==> src/rtl/seg7_time_display_pkg.sv <==
// Shared definitions for the time display: segment patterns, slot indices, page codes
// and the per-frame snapshot payload.
package seg7_time_display_pkg;

    // Active-low {g,f,e,d,c,b,a} patterns
    localparam logic [6:0] SEG_0     = 7'b1000000;
    localparam logic [6:0] SEG_1     = 7'b1111001;
    localparam logic [6:0] SEG_2     = 7'b0100100;
    localparam logic [6:0] SEG_3     = 7'b0110000;
    localparam logic [6:0] SEG_4     = 7'b0011001;
    localparam logic [6:0] SEG_5     = 7'b0010010;
    localparam logic [6:0] SEG_6     = 7'b0000010;
    localparam logic [6:0] SEG_7     = 7'b1111000;
    localparam logic [6:0] SEG_8     = 7'b0000000;
    localparam logic [6:0] SEG_9     = 7'b0010000;
    localparam logic [6:0] SEG_DASH  = 7'b0111111;
    localparam logic [6:0] SEG_BLANK = 7'b1111111;

    localparam logic [1:0] SLOT_0 = 2'd0;
    localparam logic [1:0] SLOT_1 = 2'd1;
    localparam logic [1:0] SLOT_2 = 2'd2;
    localparam logic [1:0] SLOT_3 = 2'd3;

    localparam logic PAGE_HM = 1'b0;
    localparam logic PAGE_MS = 1'b1;

    // Out-of-range code fed to the decoder to force a dash
    localparam logic [3:0] BCD_BAD = 4'hF;

    typedef struct packed {
        logic       fmt;
        logic       page;
        logic [1:0] hrL;
        logic [3:0] hrR;
        logic [2:0] mL;
        logic [3:0] mR;
        logic [2:0] sL;
        logic [3:0] sR;
    } snap_t;

endpackage

==> src/rtl/seg7_time_display_if.sv <==
// BCD time digit bus from the timekeeping block plus display controls.
interface seg7_time_display_if;
    logic       fmt;
    logic [1:0] hrL;
    logic [3:0] hrR;
    logic [2:0] mL;
    logic [3:0] mR;
    logic [2:0] sL;
    logic [3:0] sR;
    logic       page;
    logic       edit;
    logic [1:0] edit_digit;

    modport master (output fmt, hrL, hrR, mL, mR, sL, sR, page, edit, edit_digit);
    modport slave  (input  fmt, hrL, hrR, mL, mR, sL, sR, page, edit, edit_digit);
endinterface

==> src/rtl/seg7_time_display_bcd_to_seg7.sv <==
// Combinational BCD to active-low 7-segment decoder; codes above 9 decode to a dash.
module bcd_to_seg7
    import seg7_time_display_pkg::*;
(
    input  logic [3:0] bcd,
    output logic [6:0] seg_c
);

    always_comb begin
        seg_c = SEG_DASH;
        case (bcd)
            4'd0:    seg_c = SEG_0;
            4'd1:    seg_c = SEG_1;
            4'd2:    seg_c = SEG_2;
            4'd3:    seg_c = SEG_3;
            4'd4:    seg_c = SEG_4;
            4'd5:    seg_c = SEG_5;
            4'd6:    seg_c = SEG_6;
            4'd7:    seg_c = SEG_7;
            4'd8:    seg_c = SEG_8;
            4'd9:    seg_c = SEG_9;
            default: seg_c = SEG_DASH;
        endcase
    end

endmodule

==> src/rtl/seg7_time_display.sv <==
// Scans a 4-digit common-anode display showing HH.MM or MM.SS with optional 12-h conversion.
// Define EDIT_BLINK_EN to build the edit-digit blink logic.
module seg7_time_display
    import seg7_time_display_pkg::*;
#(
    parameter int unsigned REFRESH_DIV = 100000,
    parameter int unsigned BLINK_DIV   = 50000000
) (
    input  logic                      clk,
    input  logic                      rst,
    seg7_time_display_if.slave        bus,
    output logic [3:0]                an,
    output logic [6:0]                seg,
    output logic                      dp
);

    localparam int unsigned RW = $clog2(REFRESH_DIV + 1);

    logic [RW-1:0] refresh_cnt;
    logic [1:0]    scan_idx;
    logic          load_pending;
    snap_t         snap;
    logic          refresh_tc;

    logic [5:0] hour_raw;
    logic [5:0] hour_disp;
    logic       hour_bad;
    logic       pm;
    logic [3:0] hr_tens;
    logic [3:0] hr_units;
    logic [3:0] slot_digit;
    logic [6:0] slot_seg;
    logic       lead_blank;
    logic       blink_blank;
    logic       blank;
    logic [3:0] an_c;
    logic [6:0] seg_c;
    logic       dp_c;

    assign refresh_tc = (refresh_cnt == RW'(REFRESH_DIV - 1));

    // Scan counters, frame snapshot and output registers
    always_ff @(posedge clk) begin
        if (rst) begin
            refresh_cnt  <= '0;
            scan_idx     <= '0;
            load_pending <= 1'b1;
            snap         <= '0;
            an           <= 4'hF;
            seg          <= SEG_BLANK;
            dp           <= 1'b1;
        end else begin
            load_pending <= 1'b0;
            if (refresh_tc) begin
                refresh_cnt <= '0;
                scan_idx    <= scan_idx + 2'd1;
            end else begin
                refresh_cnt <= refresh_cnt + RW'(1);
            end
            if (load_pending || (refresh_tc && scan_idx == SLOT_3)) begin
                snap <= {bus.fmt, bus.page, bus.hrL, bus.hrR, bus.mL, bus.mR, bus.sL, bus.sR};
            end
            an  <= an_c;
            seg <= seg_c;
            dp  <= dp_c;
        end
    end

    // Hour validation and 24-h to 12-h conversion
    always_comb begin
        hour_raw  = 6'(snap.hrL) * 6'd10 + 6'(snap.hrR);
        hour_bad  = (hour_raw > 6'd23) || (snap.hrR > 4'd9);
        pm        = !hour_bad && (hour_raw >= 6'd12);
        hour_disp = hour_raw;
        if (snap.fmt) begin
            if (hour_raw == 6'd0) begin
                hour_disp = 6'd12;
            end else if (hour_raw > 6'd12) begin
                hour_disp = hour_raw - 6'd12;
            end
        end
        if (hour_bad) begin
            hr_tens  = BCD_BAD;
            hr_units = BCD_BAD;
        end else if (hour_disp >= 6'd20) begin
            hr_tens  = 4'd2;
            hr_units = 4'(hour_disp - 6'd20);
        end else if (hour_disp >= 6'd10) begin
            hr_tens  = 4'd1;
            hr_units = 4'(hour_disp - 6'd10);
        end else begin
            hr_tens  = 4'd0;
            hr_units = 4'(hour_disp);
        end
    end

    always_comb begin
        slot_digit = snap.mR;
        if (snap.page == PAGE_MS) begin
            case (scan_idx)
                SLOT_3:  slot_digit = 4'(snap.mL);
                SLOT_2:  slot_digit = snap.mR;
                SLOT_1:  slot_digit = 4'(snap.sL);
                default: slot_digit = snap.sR;
            endcase
        end else begin
            case (scan_idx)
                SLOT_3:  slot_digit = hr_tens;
                SLOT_2:  slot_digit = hr_units;
                SLOT_1:  slot_digit = 4'(snap.mL);
                default: slot_digit = snap.mR;
            endcase
        end
    end

    bcd_to_seg7 u_dec (
        .bcd   (slot_digit),
        .seg_c (slot_seg)
    );

`ifdef EDIT_BLINK_EN
    localparam int unsigned BW = $clog2(BLINK_DIV + 1);

    logic [BW-1:0] blink_cnt;
    logic          blink_on;
    logic          edit_q;
    logic [1:0]    edit_digit_q;
    logic          blink_restart;

    assign blink_restart = (bus.edit && !edit_q) || (bus.edit_digit != edit_digit_q);

    // Blink phase; restarting in the visible phase keeps the newly selected digit readable
    always_ff @(posedge clk) begin
        if (rst) begin
            blink_cnt    <= '0;
            blink_on     <= 1'b1;
            edit_q       <= 1'b0;
            edit_digit_q <= 2'd0;
        end else begin
            edit_q       <= bus.edit;
            edit_digit_q <= bus.edit_digit;
            if (blink_restart) begin
                blink_cnt <= '0;
                blink_on  <= 1'b1;
            end else if (blink_cnt == BW'(BLINK_DIV - 1)) begin
                blink_cnt <= '0;
                blink_on  <= !blink_on;
            end else begin
                blink_cnt <= blink_cnt + BW'(1);
            end
        end
    end

    assign blink_blank = bus.edit && (snap.page == PAGE_HM) && !blink_on
                         && (scan_idx == (2'd3 - bus.edit_digit));
`else
    localparam int unsigned unused_blink_div = BLINK_DIV;
    logic unused_edit;
    assign unused_edit = ^{bus.edit, bus.edit_digit};
    assign blink_blank = 1'b0;
`endif

    // A blanked slot is fully dark: anode, segments and point all off
    always_comb begin
        lead_blank = snap.fmt && (snap.page == PAGE_HM) && !hour_bad
                     && (hr_tens == 4'd0) && (scan_idx == SLOT_3);
        blank = lead_blank || blink_blank;
        an_c  = blank ? 4'hF : ~(4'b0001 << scan_idx);
        seg_c = blank ? SEG_BLANK : slot_seg;
        dp_c  = blank || !((scan_idx == SLOT_2)
                           || ((snap.page == PAGE_HM) && (scan_idx == SLOT_0) && snap.fmt && pm));
    end

endmodule

==> src/flat_wrapper.sv <==
// flat-port wrapper written by rule: the top's interface ports become plain ports
module seg7_time_display_flat import seg7_time_display_pkg::*;
#(
    parameter int unsigned REFRESH_DIV = 100000,
    parameter int unsigned BLINK_DIV   = 50000000
)
  (clk, rst, an, seg, dp, bus_fmt, bus_hrL, bus_hrR, bus_mL, bus_mR, bus_sL, bus_sR, bus_page, bus_edit, bus_edit_digit);
  seg7_time_display_if bus_i ();
  input  logic clk;
  input  logic rst;
  output logic [3:0] an;
  output logic [6:0] seg;
  output logic dp;
  input wire logic [$bits(bus_i.fmt)-1:0] bus_fmt;
  input wire logic [$bits(bus_i.hrL)-1:0] bus_hrL;
  input wire logic [$bits(bus_i.hrR)-1:0] bus_hrR;
  input wire logic [$bits(bus_i.mL)-1:0] bus_mL;
  input wire logic [$bits(bus_i.mR)-1:0] bus_mR;
  input wire logic [$bits(bus_i.sL)-1:0] bus_sL;
  input wire logic [$bits(bus_i.sR)-1:0] bus_sR;
  input wire logic [$bits(bus_i.page)-1:0] bus_page;
  input wire logic [$bits(bus_i.edit)-1:0] bus_edit;
  input wire logic [$bits(bus_i.edit_digit)-1:0] bus_edit_digit;
  assign bus_i.fmt = bus_fmt;
  assign bus_i.hrL = bus_hrL;
  assign bus_i.hrR = bus_hrR;
  assign bus_i.mL = bus_mL;
  assign bus_i.mR = bus_mR;
  assign bus_i.sL = bus_sL;
  assign bus_i.sR = bus_sR;
  assign bus_i.page = bus_page;
  assign bus_i.edit = bus_edit;
  assign bus_i.edit_digit = bus_edit_digit;
  seg7_time_display #(.REFRESH_DIV(REFRESH_DIV), .BLINK_DIV(BLINK_DIV)) u_core (.clk(clk), .rst(rst), .bus(bus_i), .an(an), .seg(seg), .dp(dp));
endmodule
==> config.mk <==
export PLATFORM = sky130hd
export DESIGN_NAME = seg7_time_display_flat
export DESIGN_NICKNAME = d
export VERILOG_FILES = /design/src/rtl/seg7_time_display_pkg.sv /design/src/rtl/seg7_time_display_if.sv /design/src/rtl/seg7_time_display_bcd_to_seg7.sv /design/src/rtl/seg7_time_display.sv /design/src/flat_wrapper.sv
export SDC_FILE = /design/constraint.sdc
export NUM_CORES = 1
export LEC_CHECK = 0
export ABC_AREA = 1
export CAP_MARGIN = 20
export CORE_MARGIN = 5
export CORE_UTILIZATION = 54
export DETAILED_ROUTE_END_ITERATION = 10
export PLACE_DENSITY = 0.78
export SYNTH_ARGS = -nofsm -noshare
export SYNTH_HDL_FRONTEND = slang
export SYNTH_SLANG_ARGS = --single-unit
==> constraint.sdc <==
create_clock -name clk -period 11.1 [get_ports clk]
set_input_delay 2.22 -clock clk [delete_from_list [all_inputs] [get_ports clk]]
set_output_delay 2.22 -clock clk [all_outputs]
set_load 0.03 [all_outputs]
==> flow_metrics.tcl <==
set metrics [dict create \
    outcome "finished clean" \
    synth-edff-count 0 \
    totalWireLength_microns 6588 \
    synthArstFlopShare 0 \
    fill_cells 537 \
    root_buffer "clkbuf_8" \
    io_buffers 35 \
    clk_path_buf_depth 2 \
    setup_slack_ns 6.848 \
    timing.rr.start "u_core.snap[15]" \
    r2r_slack_ns 6.85 \
    numClockSinks 54 \
    cpMostUsedCell "nand2_1" \
    place_ws_ns 6.905 \
    final_max_slew_viol_count 0 \
    dr.pass1.iters 4 \
    hold_buffers 0 \
    ant_nets 0 \
    worst_pin_slew_ns 0.7210 \
    syn_to_final_growth_pct 15.93 \
    multi_input_area_sq_um 1853 \
    synth_cell_types 38 \
    routedWlPerCell_microns 12.15 \
    yosys_warnings 0 \
    ios 39 \
    critPathBufInv 5 \
    critical_path_required_ns 11.27 \
    combPwrFrac 0.254 \
    overflow 0 \
    detailed_place_hpwl_microns 5064 \
    grt_start_max_net_pins 29 \
    p_sw_frac 0.2985 \
    rsz0062_at_grt "false" \
    cpPeakStageDelay_ns 0.38 \
    power.net_switching_mw 0.1348 \
    die_y_microns 86.75 \
    htreeDepth 2 \
    max_freq_ghz 0.2352 \
    cts_setup_buffers 0 \
    arrival_ns 4.43 \
    hold_viol_final 0 \
    cts_buffers 5 \
    layout.cells.most_common "nand2_1" \
    finalSetupTns_ns 0 \
    worst_hold_path_type "reg2reg" \
    setup_viol 0 \
    post-route-period-util 0.3830 \
    layout_common_cells "nand2_1 (73), nor2_1 (54), dfxtp_1 (54)" \
    cts-resized-gates 0 \
    crit_slowest_cell "dfxtp_1" \
    antenna_found_initial 0 \
    critPathKind "reg2reg" \
    nNetsFinal 517 \
    critPathTopFamily "simple AND/OR/NAND/NOR gates" \
    skew_ns 0.007091 \
    syn_nets 485 \
    grt_usage 0.1849 \
    seq_area_sq_um 1081 \
    cts_tree "done" \
    dpl.cell_count 534 \
    ys_seq_area_frac 0.3399 \
    syn_area_sq_um 3181 \
    die_x_microns 86.75 \
    p_per_area_nw_per_um2 122.5 \
    rows 28 \
    power.total_mw 0.4516 \
    route.detailed.drc 0 \
    synth_area_per_cell_sq_um 7.328 \
    cap_violations 0 \
    diodes 0 \
    ys.flop_type "dfxtp_1" \
    path_clk_slew_ns 0.09 \
    ys_ff_latch 54 \
    initial_core_util 0.5469 \
    drt-initial-drc-count 101 \
    worstPathMaxFanout 6 \
    final_cells 542 \
    peakVddDrop_mv 0.07382 \
    clk_latency_ns 0.30 \
    endpoint_kind "register" \
    drive_above_1_share 0.1113 \
    seq_power_share 0.466 \
    fp.coreArea_sq_um 5816 \
    gp_congestion 0.8538 \
    grt_pass1_vias 2673 \
    dieArea_sq_um 7525 \
    clkPwrFrac 0.279 \
    syn_inst 434 \
    start_kind "register" \
    viasPerCell 5.273 \
    p_int_mw 0.3168 \
    layout_min_cycle_time_ns 4.252 \
    grt_pass1_wl_microns 11500 \
    p_leak_nw 1.586 \
    vias 2858 \
    hold_start "u_core.refresh_cnt[0]" \
    startpoint "u_core.snap[15]" \
    slew_headroom 0.5164 \
]
## path summary, 6_finish.rpt
check / endpoint / depth (start not counted)
min: u_core.refresh_cnt[0] / 1
max: u_core.seg[3] / 31
max reg2reg: u_core.seg[3] / 31
min reg2reg: u_core.refresh_cnt[0] / 1
## stage by stage
stage / utilization / hold WS [ns] / instance area (sq um)
2_1_floorplan: - / 0.4176 / 3181
3_3_place_gp: 0.6157 / 0.4291 / 3581
3_5_place_dp: 0.6157 / 0.4445 / 3581
4_1_cts: 0.6340 / 0.4615 / 3687
5_1_grt: 0.6340 / 0.4888 / 3687
6_report: 0.6340 / 0.4630 / 3687
## cells in the mapped netlist, types with 2 or more instances
library cell,number,area (sq um)
buf_2,2,10.01
inv_1,49,183.9
a21oi_4,2,32.53
o21ai_1,3,15.01
nand3_1,34,170.2
nand4_1,9,56.30
nand2_1,73,274.0
xor2_1,6,52.55
nor2_1,54,202.7
nand2_2,13,81.33
nand2_4,7,78.83
o21ai_0,28,140.1
a21oi_1,23,115.1
clkbuf_1,7,26.28
or2_2,5,31.28
nand3_4,2,35.03
o21a_1,2,15.01
ha_1,23,287.8
nor4_1,5,31.28
dfxtp_1,54,1081
nor3_1,5,25.02
inv_2,4,15.01
nand3_2,9,90.09
## final cells by class
type                    instances  area share
well taps                      75     0.02545
clock buffers                   7     0.02070
clock inverters                 1    0.008144
flip-flops and latches         54      0.2932
repair buffers                 35     0.09501
multi-input cells             316      0.5025
inverters                      54     0.05497
## routing by layer
layer  vias up  global-route usage  wire length, microns
met5         -                   0                     0
met4         0             0.04108                    39
met3         4             0.03707                   277
met2        45              0.3227                  3254
met1      1335              0.2352                  3017
li1       1474                   -                     -
## sequential cells by signal, indices dropped and copies added, names as in the netlist
| register | cells |
|---|---|
| u_core.an | 4 |
| u_core.dp | 1 |
| u_core.scan_idx | 2 |
| u_core.snap | 22 |
| u_core.seg | 7 |
| u_core.load_pending | 1 |
| u_core.refresh_cnt | 17 |
## power groups by stage
stage               Sequential, mW  Clock [mW]  Combinational, mW
floorplan                    0.220           0             0.0771
finish                       0.211       0.126              0.115
global route                 0.212       0.138              0.128
global placement             0.215           0              0.111
detailed placement           0.215           0              0.114
CTS                          0.210       0.130              0.115
## cells by family (layout without fill, tap and decap cells)
group,after synthesis,in the layout,synth area share
fa+ha+maj,24,24,0.09678
flops,54,54,0.3399
compound gates,65,65,0.1168
xor+xnor,6,6,0.01652
simple gates,221,221,0.3525
buf+inv,64,97,0.07750
Power figures use the tool's default switching activity.
